==> src/rtl/irq_nmi_sched_if.sv <==
// Configuration write bus for irq_nmi_sched.
// A write is one cycle of cfg_we, addressed by channel and register slot.
interface irq_nmi_sched_if #(
  parameter int CH_W  = 2,
  parameter int CNT_W = 16
) ();
  logic             cfg_we;
  logic [CH_W-1:0]  cfg_ch;
  logic [1:0]       cfg_addr;
  logic [CNT_W-1:0] cfg_data;

  modport master (output cfg_we, cfg_ch, cfg_addr, cfg_data);
  modport slave  (input  cfg_we, cfg_ch, cfg_addr, cfg_data);
endinterface

==> src/rtl/irq_nmi_sched.sv <==
// Interrupt-stimulus scheduler: NUM_CH channels timed against a free-running
// cycle counter drive the CPU's active-low irq_n / nmi_n lines.
//
// state  | meaning
// IDLE   | disabled, line released
// WAIT   | armed, waiting for cycle_cnt == MATCH
// ASSERT | driving its line, REM counts the remaining enabled cycles
// DONE   | one-shot finished, holds until the next CTRL write
module irq_nmi_sched #(
  parameter int NUM_CH = 4,
  parameter int CNT_W  = 16,
  parameter int CH_W   = 2
) (
  input  logic              clk_ph1,
  input  logic              rst,
  input  logic              enable,
  irq_nmi_sched_if.slave    cfg,
  output logic              irq_n,
  output logic              nmi_n,
  output logic [NUM_CH-1:0] ch_active,
  output logic [CNT_W-1:0]  cycle_cnt
);
  typedef enum logic [1:0] {IDLE, WAIT, ASSERT, DONE} ch_state_t;

  localparam logic [1:0] A_START  = 2'd0;
  localparam logic [1:0] A_LEN    = 2'd1;
  localparam logic [1:0] A_PERIOD = 2'd2;
  localparam logic [1:0] A_CTRL   = 2'd3;

  logic [CNT_W-1:0]  start_r  [NUM_CH];
  logic [CNT_W-1:0]  len_r    [NUM_CH];
  logic [CNT_W-1:0]  period_r [NUM_CH];
  logic [CNT_W-1:0]  match_r  [NUM_CH];
  logic [CNT_W-1:0]  rem_r    [NUM_CH];
  logic [CNT_W-1:0]  per_eff  [NUM_CH];
  logic [2:0]        ctrl_r   [NUM_CH];
  ch_state_t         state_r  [NUM_CH];
  logic [NUM_CH-1:0] wr_hit;
  logic [NUM_CH-1:0] ctrl_wr;
  logic [NUM_CH-1:0] kind_v;
  logic [NUM_CH-1:0] act_d;

  // act_d is next-cycle ch_active, so the lines can be registered in step with it
  always_comb begin
    for (int i = 0; i < NUM_CH; i++) begin
      wr_hit[i]  = cfg.cfg_we && (cfg.cfg_ch == CH_W'(i));
      ctrl_wr[i] = wr_hit[i] && (cfg.cfg_addr == A_CTRL);
      kind_v[i]  = ctrl_r[i][2];
      per_eff[i] = (period_r[i] > len_r[i]) ? period_r[i] : len_r[i] + CNT_W'(1);
      act_d[i]   = ch_active[i];
      if (ctrl_wr[i]) begin
        act_d[i] = 1'b0;
      end else if (enable) begin
        if (state_r[i] == WAIT && cycle_cnt == match_r[i] && len_r[i] != '0)
          act_d[i] = 1'b1;
        else if (state_r[i] == ASSERT && rem_r[i] == '0)
          act_d[i] = 1'b0;
      end
    end
  end

  always_ff @(posedge clk_ph1) begin
    if (rst) begin
      cycle_cnt <= '0;
      irq_n     <= 1'b1;
      nmi_n     <= 1'b1;
      ch_active <= '0;
      for (int i = 0; i < NUM_CH; i++) begin
        start_r[i]  <= '0;
        len_r[i]    <= '0;
        period_r[i] <= '0;
        ctrl_r[i]   <= '0;
        match_r[i]  <= '0;
        rem_r[i]    <= '0;
        state_r[i]  <= IDLE;
      end
    end else begin
      if (enable) cycle_cnt <= cycle_cnt + CNT_W'(1);
      ch_active <= act_d;
      irq_n     <= ~|(act_d & ~kind_v);
      nmi_n     <= ~|(act_d & kind_v);
      for (int i = 0; i < NUM_CH; i++) begin
        if (wr_hit[i]) begin
          case (cfg.cfg_addr)
            A_START:  start_r[i]  <= cfg.cfg_data;
            A_LEN:    len_r[i]    <= cfg.cfg_data;
            A_PERIOD: period_r[i] <= cfg.cfg_data;
            default: begin
              ctrl_r[i] <= cfg.cfg_data[2:0];
              if (cfg.cfg_data[0]) begin
                match_r[i] <= start_r[i];
                state_r[i] <= WAIT;
              end else begin
                state_r[i] <= IDLE;
              end
            end
          endcase
        end
        // a CTRL write owns the channel this cycle; a coincident match is dropped
        if (!ctrl_wr[i] && enable) begin
          case (state_r[i])
            WAIT: begin
              if (cycle_cnt == match_r[i]) begin
                if (len_r[i] != '0) begin
                  state_r[i] <= ASSERT;
                  rem_r[i]   <= len_r[i] - CNT_W'(1);
                end else if (ctrl_r[i][1]) begin
                  match_r[i] <= match_r[i] + per_eff[i];
                end else begin
                  state_r[i] <= DONE;
                end
              end
            end
            ASSERT: begin
              if (rem_r[i] == '0) begin
                if (ctrl_r[i][1]) begin
                  match_r[i] <= match_r[i] + per_eff[i];
                  state_r[i] <= WAIT;
                end else begin
                  state_r[i] <= DONE;
                end
              end else begin
                rem_r[i] <= rem_r[i] - CNT_W'(1);
              end
            end
            default: ;
          endcase
        end
      end
    end
  end
endmodule

==> src/flat_wrapper.sv <==
// flat-port wrapper written by rule: the top's interface ports become plain ports
module irq_nmi_sched_flat 
#(
  parameter int NUM_CH = 4,
  parameter int CNT_W  = 16,
  parameter int CH_W   = 2
)
  (clk_ph1, rst, enable, irq_n, nmi_n, ch_active, cycle_cnt, cfg_cfg_we, cfg_cfg_ch, cfg_cfg_addr, cfg_cfg_data);
  irq_nmi_sched_if #(.CH_W(CH_W), .CNT_W(CNT_W)) cfg_i ();
  input  logic clk_ph1;
  input  logic rst;
  input  logic enable;
  output logic irq_n;
  output logic nmi_n;
  output logic [NUM_CH-1:0] ch_active;
  output logic [CNT_W-1:0] cycle_cnt;
  input wire logic [$bits(cfg_i.cfg_we)-1:0] cfg_cfg_we;
  input wire logic [$bits(cfg_i.cfg_ch)-1:0] cfg_cfg_ch;
  input wire logic [$bits(cfg_i.cfg_addr)-1:0] cfg_cfg_addr;
  input wire logic [$bits(cfg_i.cfg_data)-1:0] cfg_cfg_data;
  assign cfg_i.cfg_we = cfg_cfg_we;
  assign cfg_i.cfg_ch = cfg_cfg_ch;
  assign cfg_i.cfg_addr = cfg_cfg_addr;
  assign cfg_i.cfg_data = cfg_cfg_data;
  irq_nmi_sched #(.NUM_CH(NUM_CH), .CNT_W(CNT_W), .CH_W(CH_W)) u_core (.clk_ph1(clk_ph1), .rst(rst), .enable(enable), .cfg(cfg_i), .irq_n(irq_n), .nmi_n(nmi_n), .ch_active(ch_active), .cycle_cnt(cycle_cnt));
endmodule
==> config.mk <==
export PLATFORM = sky130hd
export DESIGN_NAME = irq_nmi_sched_flat
export DESIGN_NICKNAME = d
export VERILOG_FILES = /design/src/rtl/irq_nmi_sched_if.sv /design/src/rtl/irq_nmi_sched.sv /design/src/flat_wrapper.sv
export SDC_FILE = /design/constraint.sdc
export NUM_CORES = 1
export LEC_CHECK = 0
export ABC_CLOCK_PERIOD_IN_PS = 5100
export CORE_ASPECT_RATIO = 0.6
export CORE_MARGIN = 5
export CORE_UTILIZATION = 35
export DETAILED_ROUTE_END_ITERATION = 12
export GPL_ROUTABILITY_DRIVEN = 0
export PLACE_DENSITY = 0.6
export SLEW_MARGIN = 10
export SYNTH_ARGS = -nofsm -noshare
export SYNTH_HDL_FRONTEND = slang
export SYNTH_SLANG_ARGS = --single-unit
export TNS_END_PERCENT = 10
==> constraint.sdc <==
create_clock -name clk_ph1 -period 5.1 [get_ports clk_ph1]
set_input_delay 1.53 -clock clk_ph1 [delete_from_list [all_inputs] [get_ports clk_ph1]]
set_output_delay 1.53 -clock clk_ph1 [all_outputs]
set_load 0.1 [all_outputs]
== After elaboration in Yosys (flattened, before gate mapping) ==
Memories as Yosys holds them, arrays and structs flattened.
Index checks and enable logic that the tools add are counted.
W data, S select, Z words.
Storage, ports and cells
  output and inout port bits: 22
  bits of input ports: 24
  bits in registers: 22
  RAM bits: 340
  memories: 7
  word-level logic and storage cells: 458
Cells by class
  eq/ne operators: 18
  reductions and logical operators: 43
  muxes and demuxes: 302
  add/sub/neg operators: 17
  bitwise operators: 63
  magnitude comparators: 4
Memories
  u_core.len_r: depth 4, bits a word 16, read ports 4, clocked after Yosys merged registers in 0, write ports 4, line irq_nmi_sched.sv:31  | logic [CNT_W-1:0] len_r [NUM_CH];
  u_core.match_r: depth 4, bits a word 16, read ports 4, clocked after Yosys merged registers in 0, write ports 4, line irq_nmi_sched.sv:33  | logic [CNT_W-1:0] match_r [NUM_CH];
  u_core.period_r: depth 4, bits a word 16, read ports 4, clocked after Yosys merged registers in 0, write ports 4, line irq_nmi_sched.sv:32  | logic [CNT_W-1:0] period_r [NUM_CH];
  u_core.rem_r: depth 4, bits a word 16, read ports 4, clocked after Yosys merged registers in 0, write ports 4, line irq_nmi_sched.sv:34  | logic [CNT_W-1:0] rem_r [NUM_CH];
  u_core.start_r: depth 4, bits a word 16, read ports 4, clocked after Yosys merged registers in 0, write ports 4, line irq_nmi_sched.sv:30  | logic [CNT_W-1:0] start_r [NUM_CH];
  u_core.ctrl_r: depth 4, bits a word 3, read ports 4, clocked after Yosys merged registers in 0, write ports 4, line irq_nmi_sched.sv:36  | logic [2:0] ctrl_r [NUM_CH];
  1 more memories
Operators with widths (number)
  $mux W16: 36
  $mux W1: 238
  $sub A16 B1 Y16 const B: 8
  $add A16 B1 Y16 const B: 5
  $add A16 B16 Y16: 4
  $eq A16 B16 Y1: 4
  $gt A16 B16 Y1: 4
  $logic_not A16 Y1: 4
  $reduce_bool A16 Y1: 4
  $or A1 B1 Y1: 60
  $mux W2: 24
  $logic_and A1 B1 Y1: 24
  $eq A2 B2 Y1 const B: 8
  $eq A2 B1 Y1 const B: 6
  $mux W3: 4
  $and A4 B4 Y4: 2
  $reduce_or A4 Y1: 2
  $logic_not A1 Y1: 6
  $logic_not A2 Y1: 2
  $not A4 Y4: 1
  $reduce_or A3 Y1: 1

== Logic depth before layout (Yosys ltp) ==
Gate-level depths: netlist of run 1.
  depth after elaboration: 12
  mapped depth: 21
  mapped depth without buffers: 19

== Least setup slack after synthesis of run 1 ==
OpenSTA, ideal clock, no wires.
  path kind: input-to-reg
  from: input enable
  to: memory u_core.rem_r[2][12], data pin
  setup slack: 0.523 ns
  path buffers: 2
  stages: 13
  arrival time: 4.306 ns
  setup time: 0.271 ns
  data required time: 4.829 ns
  cells stage by stage: clkbuf_1 > o211ai_2 > a311oi_2 > clkbuf_1 > nor2_1 > a21oi_1 > ha_1 > nand4_1 > mux2_4 > a211o_1 > a21oi_2 > xnor2_1 > o22ai_1
RTL lines
  start, declared: line flat_wrapper.sv:12  | input logic enable;
  end, declared: line irq_nmi_sched.sv:34

==> impl_metrics.toml, run 1 <==
[setup_path]
crit_slowest_cell = "edfxtp_1"
critPathTopFamily = "compound AO/OA/AOI/OAI gates"
path_class = "register to register"
cp_data_required_time_ns = 5.40
critPathMaxStageDelay_ns = 0.52
cp_data_arrival_time_ns = 5.09
end_kind = "register"
critPathLaunchType = "register"
cp.buffers_inverters = 2
cp_max_fo = 26
cp_cell_sequence = "inv_1 > ha_1 > nand4_1 > nor3_1 > o31a_1 > nor2_1 > buf_4 > nor2_1 > a21oi_1 > ha_1 > fa_1 > a21o_1 > a22oi_1 > a21oi_1 > a21oi_2 > o211ai_1 > a31oi_1 > xor2_1 > o21ai_0"

[routing]
firstDrtPassIters = 5
via_per_inst = 5.56
drcViolationCount = 0
routed_wl_um = 73300
wl_per_cell_um = 21.9
drt_iter0_drc = 2147
antenna_left = 0
dr_total_vias = 18600

[cts]
cts.path.max_buffers = 3
ctsHtreeMaxLevel = 2
postCtsHoldBufs = 0
cts_tree = "yes"
root_buffer = "clkbuf_16"
numCtsBuffers = 37
clock_latency_ns = 0.54
clk_pin_slew_ns = 0.07
clock-sinks = 358

[timing]
worst_slew_pin_slew_ns = 1.27
min_period_over_period = 0.940
fmax_mhz = 209
finalSetupViolCount = 0
relSlewSlack = 0.153
maxSlewViolCount = 0
finalHoldViolCount = 0
fin_worst_skew_ns = 0.0110
finalSetupTns_ns = 0
min_period_ns = 4.80

[pwr]
p_leak_nw = 9.87
ir_worst_vdd_mv = 0.176
p_per_area_nw_per_um2 = 289

[floorplanning]
dieWidth_um = 343
row_count = 73
io_pins = 46
fp.dieArea_um2 = 72100
core_um2 = 66100
dieHeight_um = 210
start_util = 0.353

[logic_synthesis]
netlist_area_um2 = 23300
ys_ff_latch = 358
synthesis.nets = 2524
ys_types = 78
ys.flop_type = "edfxtp_1"
yosysWarnings = 0
synth_edf_count = 336
ys_seq_area_frac = 0.451
syn-mean-instance-area_um2 = 9.91
netlist_instances = 2355
synthArstFlopShare = 0

[cells_and_area]
layout_common_cells = "edfxtp_1 (336), nor2_1 (217), and2_1 (203), xnor2_1 (170), a21oi_1 (151)"
area_growth_pct = 12.6
layout-drive-gt1-share = 0.0711
nNetsFinal = 2593
antennaDiodeCount = 0
final_common_cell = "edfxtp_1"
design_area_um2 = 26300

[worst_hold_path]
hold_path.class = "register to register"

[grt]
antenna_found_initial = 10
track_usage = 0.198
grt_pass1_wl_um = 110000
grt_max_degree = 39
grt_pass1_vias = 17500
grt.overflow.total = 0

[run]
maxCapViolations = 0

[place]
dpl_cell_area_um2 = 25100
port_buffers = 45
dp_hpwl_um = 54600

[run_status]
status = "finished, final reports clean"
==> state kept, by name, summed over array words and instances, names as in the netlist <==
register,cells
u_core.nmi_n,1
u_core.rem_r,64
u_core.start_r,64
u_core.state_r,8
u_core.ctrl_r,8
u_core.len_r,64
u_core.irq_n,1
u_core.cycle_cnt,16
u_core.ch_active,4
u_core.match_r,64
u_core.period_r,64
==> synthesized netlist by cell type (11+ instances only) <==
cell      count  area share
or3_1        19      0.0051
nor2_1      217       0.035
o22ai_1      45       0.012
edfxtp_1    336        0.43
a21o_1       19      0.0061
a21oi_1     153       0.033
a22o_1       21      0.0079
ha_1        141       0.076
clkbuf_1     78       0.013
nand2b_1     14      0.0038
nor3_1       81       0.017
xor2_1      107       0.040
and2_1      203       0.054
dfxtp_1      22       0.019
o21ai_0      86       0.018
o211ai_1     14      0.0045
or4_1        11      0.0035
nand4_1      38       0.010
nor2b_1      13      0.0035
and3_1       12      0.0032
nand2_1     147       0.024
mux2i_1      14      0.0060
inv_1       107       0.017
nor4_1       36      0.0097
xnor2_1     170       0.064
nand3_1      67       0.014
==> power breakdown <==
group	switching, mW	internal, mW
clock	1.20	1.46
sequential	0.140	3.36
combinational	0.877	0.544
total	2.22	5.36
==> worst paths after layout <==
kind / startpoint / to / slack, ns / cells after the start
worst max-delay path: u_core.len_r[2][12]$_SDFFCE_PN0P_ / u_core.match_r[2][14]$_SDFFCE_PN0P_ / 0.30 / 19
worst min-delay path: u_core.start_r[3][5]$_SDFFCE_PN0P_ / u_core.match_r[3][5]$_DFFE_PP_ / 0.52 / 2
worst max register to register: u_core.len_r[2][12]$_SDFFCE_PN0P_ / u_core.match_r[2][14]$_SDFFCE_PN0P_ / 0.30 / 19
worst min register to register: u_core.start_r[3][5]$_SDFFCE_PN0P_ / u_core.match_r[3][5]$_DFFE_PP_ / 0.52 / 2
==> timing repair <==
action	CTS	global route
resized for setup	0	3
setup endpoints to repair	0	3
buffers inserted	0	2
==> worst register-to-register path, cell delays in order, from the launching register on <==
cell and delay, ns:
edfxtp_1 0.52, inv_1 0.21, ha_1 0.33, nand4_1 0.13
nor3_1 0.30, o31a_1 0.28, nor2_1 0.14, buf_4 0.25
nor2_1 0.12, a21oi_1 0.07, ha_1 0.25, fa_1 0.42
a21o_1 0.21, a22oi_1 0.23, a21oi_1 0.16, a21oi_2 0.23
o211ai_1 0.14, a31oi_1 0.22, xor2_1 0.22, o21ai_0 0.10
==> layer usage <==
metal  global-route usage  routed length [um]  up-vias
met5                    0                   0        -
met2                0.253               27100      859
met1                0.321               36000     9028
li1                     -                   -     8622
met3               0.0578                8570       98
met4               0.0415                1580        0
==> per-stage QoR <==
| stage | std cells | hold WS [ns] | power, mW | setup WS [ns] | util |
|---|---|---|---|---|---|
| 4_1_cts | 3345 | 0.525 | 7.59 | 0.273 | 0.397 |
| 2_1_floorplan | 2355 | 0.496 | 4.50 | 0.523 | - |
| 3_5_place_dp | 3283 | 0.507 | 4.95 | 0.293 | 0.380 |
| 6_report | 3347 | 0.522 | 7.58 | 0.305 | 0.397 |
| 3_3_place_gp | 3283 | 0.510 | 4.91 | 0.374 | 0.380 |
| 5_1_grt | 3347 | 0.542 | 7.90 | -0.00318 | 0.397 |
==> cell families (layout without fill, tap and decap cells) <==
kind of cell / count (synthesis) / after routing / share of synthesized area
XOR/XNOR: 277 / 277 / 0.104
flip-flops: 358 / 358 / 0.451
AO/OA/AOI/OAI: 432 / 432 / 0.116
AND/OR/NAND/NOR: 912 / 912 / 0.204
adder cells (fa/ha/maj): 145 / 145 / 0.0790
buffers and inverters: 209 / 301 / 0.0353
multiplexers: 22 / 22 / 0.0103
==> cell type report <==
class	count	area, um^2
Clock inverter	11	77.6
Fill cell	6474	39900
Multi-Input combinational cell	1788	12000
Clock buffer	51	1030
Timing Repair Buffer	130	1090
Sequential cell	358	10500
Inverter	109	409
Tap cell	900	1130
(Power assumes the default switching activity.)
==> inputs of run 2 (changes only) <==
GPL_TIMING_DRIVEN = 0   (was not set)
SKIP_CTS_REPAIR_TIMING = 1   (was not set)
==> run 2 against run 1 <==
Compared with the run above:
- sequential power about the same
- power up 1.5%
- combinational power about the same
- sequential share of layout area down 0.24 points
- clock power up 4%
- critical path depth down 6
- final area up 0.60%
- worst hold slack better by 0.0057 ns
- critical endpoint is now u_core.rem_r[1][12]$_SDFFCE_PN0P_
==> impl_metrics.toml, run 2 (synthesis gave the netlist of run 1 again) <==
[cts]
cts.path.max_buffers = 3
clock-sinks = 358
cts_tree = "yes"
numCtsBuffers = 36
clk_pin_slew_ns = 0.07
root_buffer = "clkbuf_16"
ctsHtreeMaxLevel = 2
clock_latency_ns = 0.57

[timing]
worst_slew_pin_slew_ns = 1.31
fin_worst_skew_ns = 0.0220
min_period_ns = 4.98
finalHoldViolCount = 0
fmax_mhz = 201
finalSetupViolCount = 0
finalSetupTns_ns = 0
min_period_over_period = 0.976
maxSlewViolCount = 0
relSlewSlack = 0.130
grt_setup_unrepaired = "yes"

[routing]
wl_per_cell_um = 21.7
dr_total_vias = 18700
antenna_left = 0
via_per_inst = 5.52
drcViolationCount = 0
routed_wl_um = 73400
firstDrtPassIters = 5
drt_iter0_drc = 2164

[floorplanning]
dieWidth_um = 343
dieHeight_um = 210
io_pins = 46
row_count = 73
core_um2 = 66100
fp.dieArea_um2 = 72100
start_util = 0.353

[cells_and_area]
stdcell_count = 3383
area_growth_pct = 13.2
design_area_um2 = 26400
final_common_cell = "edfxtp_1"
nNetsFinal = 2619
layout-drive-gt1-share = 0.0626
layout_common_cells = "edfxtp_1 (336), nor2_1 (217), and2_1 (203), xnor2_1 (170), a21oi_1 (150)"
postLayoutCoreUtil = 0.400

[pwr]
power_frac_seq = 0.456
ir_worst_vdd_mv = 0.190
total_power_mw = 7.70
p_per_area_nw_per_um2 = 291
pwr-share-clk = 0.358
p_int_mw = 5.43
p_leak_nw = 9.83
power_switching_mw = 2.27
swShare = 0.295
pwr-share-comb = 0.186

[run_status]
status = "finished, final reports clean"

[setup_path]
cp_max_fo = 10
cp_data_required_time_ns = 5.40
critPathMaxStageDelay_ns = 0.62
cp_cell_sequence = "clkdlybuf4s50_1 > buf_1 > a211oi_2 > o211ai_2 > buf_4 > buf_4 > buf_2 > mux2i_1 > ha_1 > nand2_1 > nor2_1 > xor2_1 > nor2_1"
crit_slowest_cell = "clkdlybuf4s50_1"
cp_data_arrival_time_ns = 5.28
path_class = "input port to register"
critPathLaunchType = "input port"
end_kind = "register"

[worst_hold_path]
hold_path.class = "register to register"

[grt]
antenna_found_initial = 12
grt.overflow.total = 0
grt_pass1_wl_um = 109000
track_usage = 0.198
grt_pass1_vias = 17800
grt_max_degree = 17

[place]
dpl.cell_count = 3305
dpl_cell_area_um2 = 25100
dp_hpwl_um = 56400
port_buffers = 44

[run]
maxCapViolations = 0
## run 2: metrics by stage
stage          worst slack [ns]  hold slack, ns
2_1_floorplan             0.523           0.496
3_3_place_gp             -0.733           0.510
3_5_place_dp             -0.865           0.511
4_1_cts                  -0.475           0.527
5_1_grt                 -0.0534           0.536
6_report                  0.123           0.528
## run 2: critical path: cells and delay by family
kind            cells  cell delay [ns]
compound gates      2             0.85
buf+inv             5             1.70
mux                 1             0.18
fa+ha+maj           1             0.39
xor+xnor            1             0.17
simple gates        3             0.45
## run 2: layout make-up
class	count	area, um^2
multi-input combinational	1788	12200
clock inverter	10	108
buffer	96	424
tap	900	1130
antenna	6	15.0
timing repair buffer	61	618
fill	6533	39700
inverter	109	409
sequential	358	10500
clock buffer	55	1040
## run 2: final timing paths
kind	slack, ns	cells past startpoint	from	end
worst max register to register	0.25	18	u_core.len_r[1][1]$_SDFFCE_PN0P_	u_core.match_r[1][10]$_SDFFCE_PN0P_
worst min-delay path	0.53	2	u_core.start_r[0][2]$_SDFFCE_PN0P_	u_core.match_r[0][2]$_SDFFCE_PN0P_
worst max-delay path	0.12	13	rst	u_core.rem_r[1][12]$_SDFFCE_PN0P_
worst min register to register	0.53	2	u_core.start_r[0][2]$_SDFFCE_PN0P_	u_core.match_r[0][2]$_SDFFCE_PN0P_
## run 2: power groups by stage
stage                     logic, mW  clock network, mW  registers, mW
after global placement         1.31                  0           3.56
after floorplan               0.978                  0           3.52
after CTS                      1.37               2.78           3.50
after global routing           1.57               2.92           3.52
final                          1.43               2.76           3.51
after detailed placement       1.36                  0           3.56
## run 2: metal layers
metal / vias up / routed length [um] / track usage
met5: - / 27 / 0.0137
met4: 4 / 1300 / 0.0402
met3: 89 / 8590 / 0.0659
met2: 780 / 26900 / 0.250
met1: 9111 / 36600 / 0.318
li1: 8684 / - / -
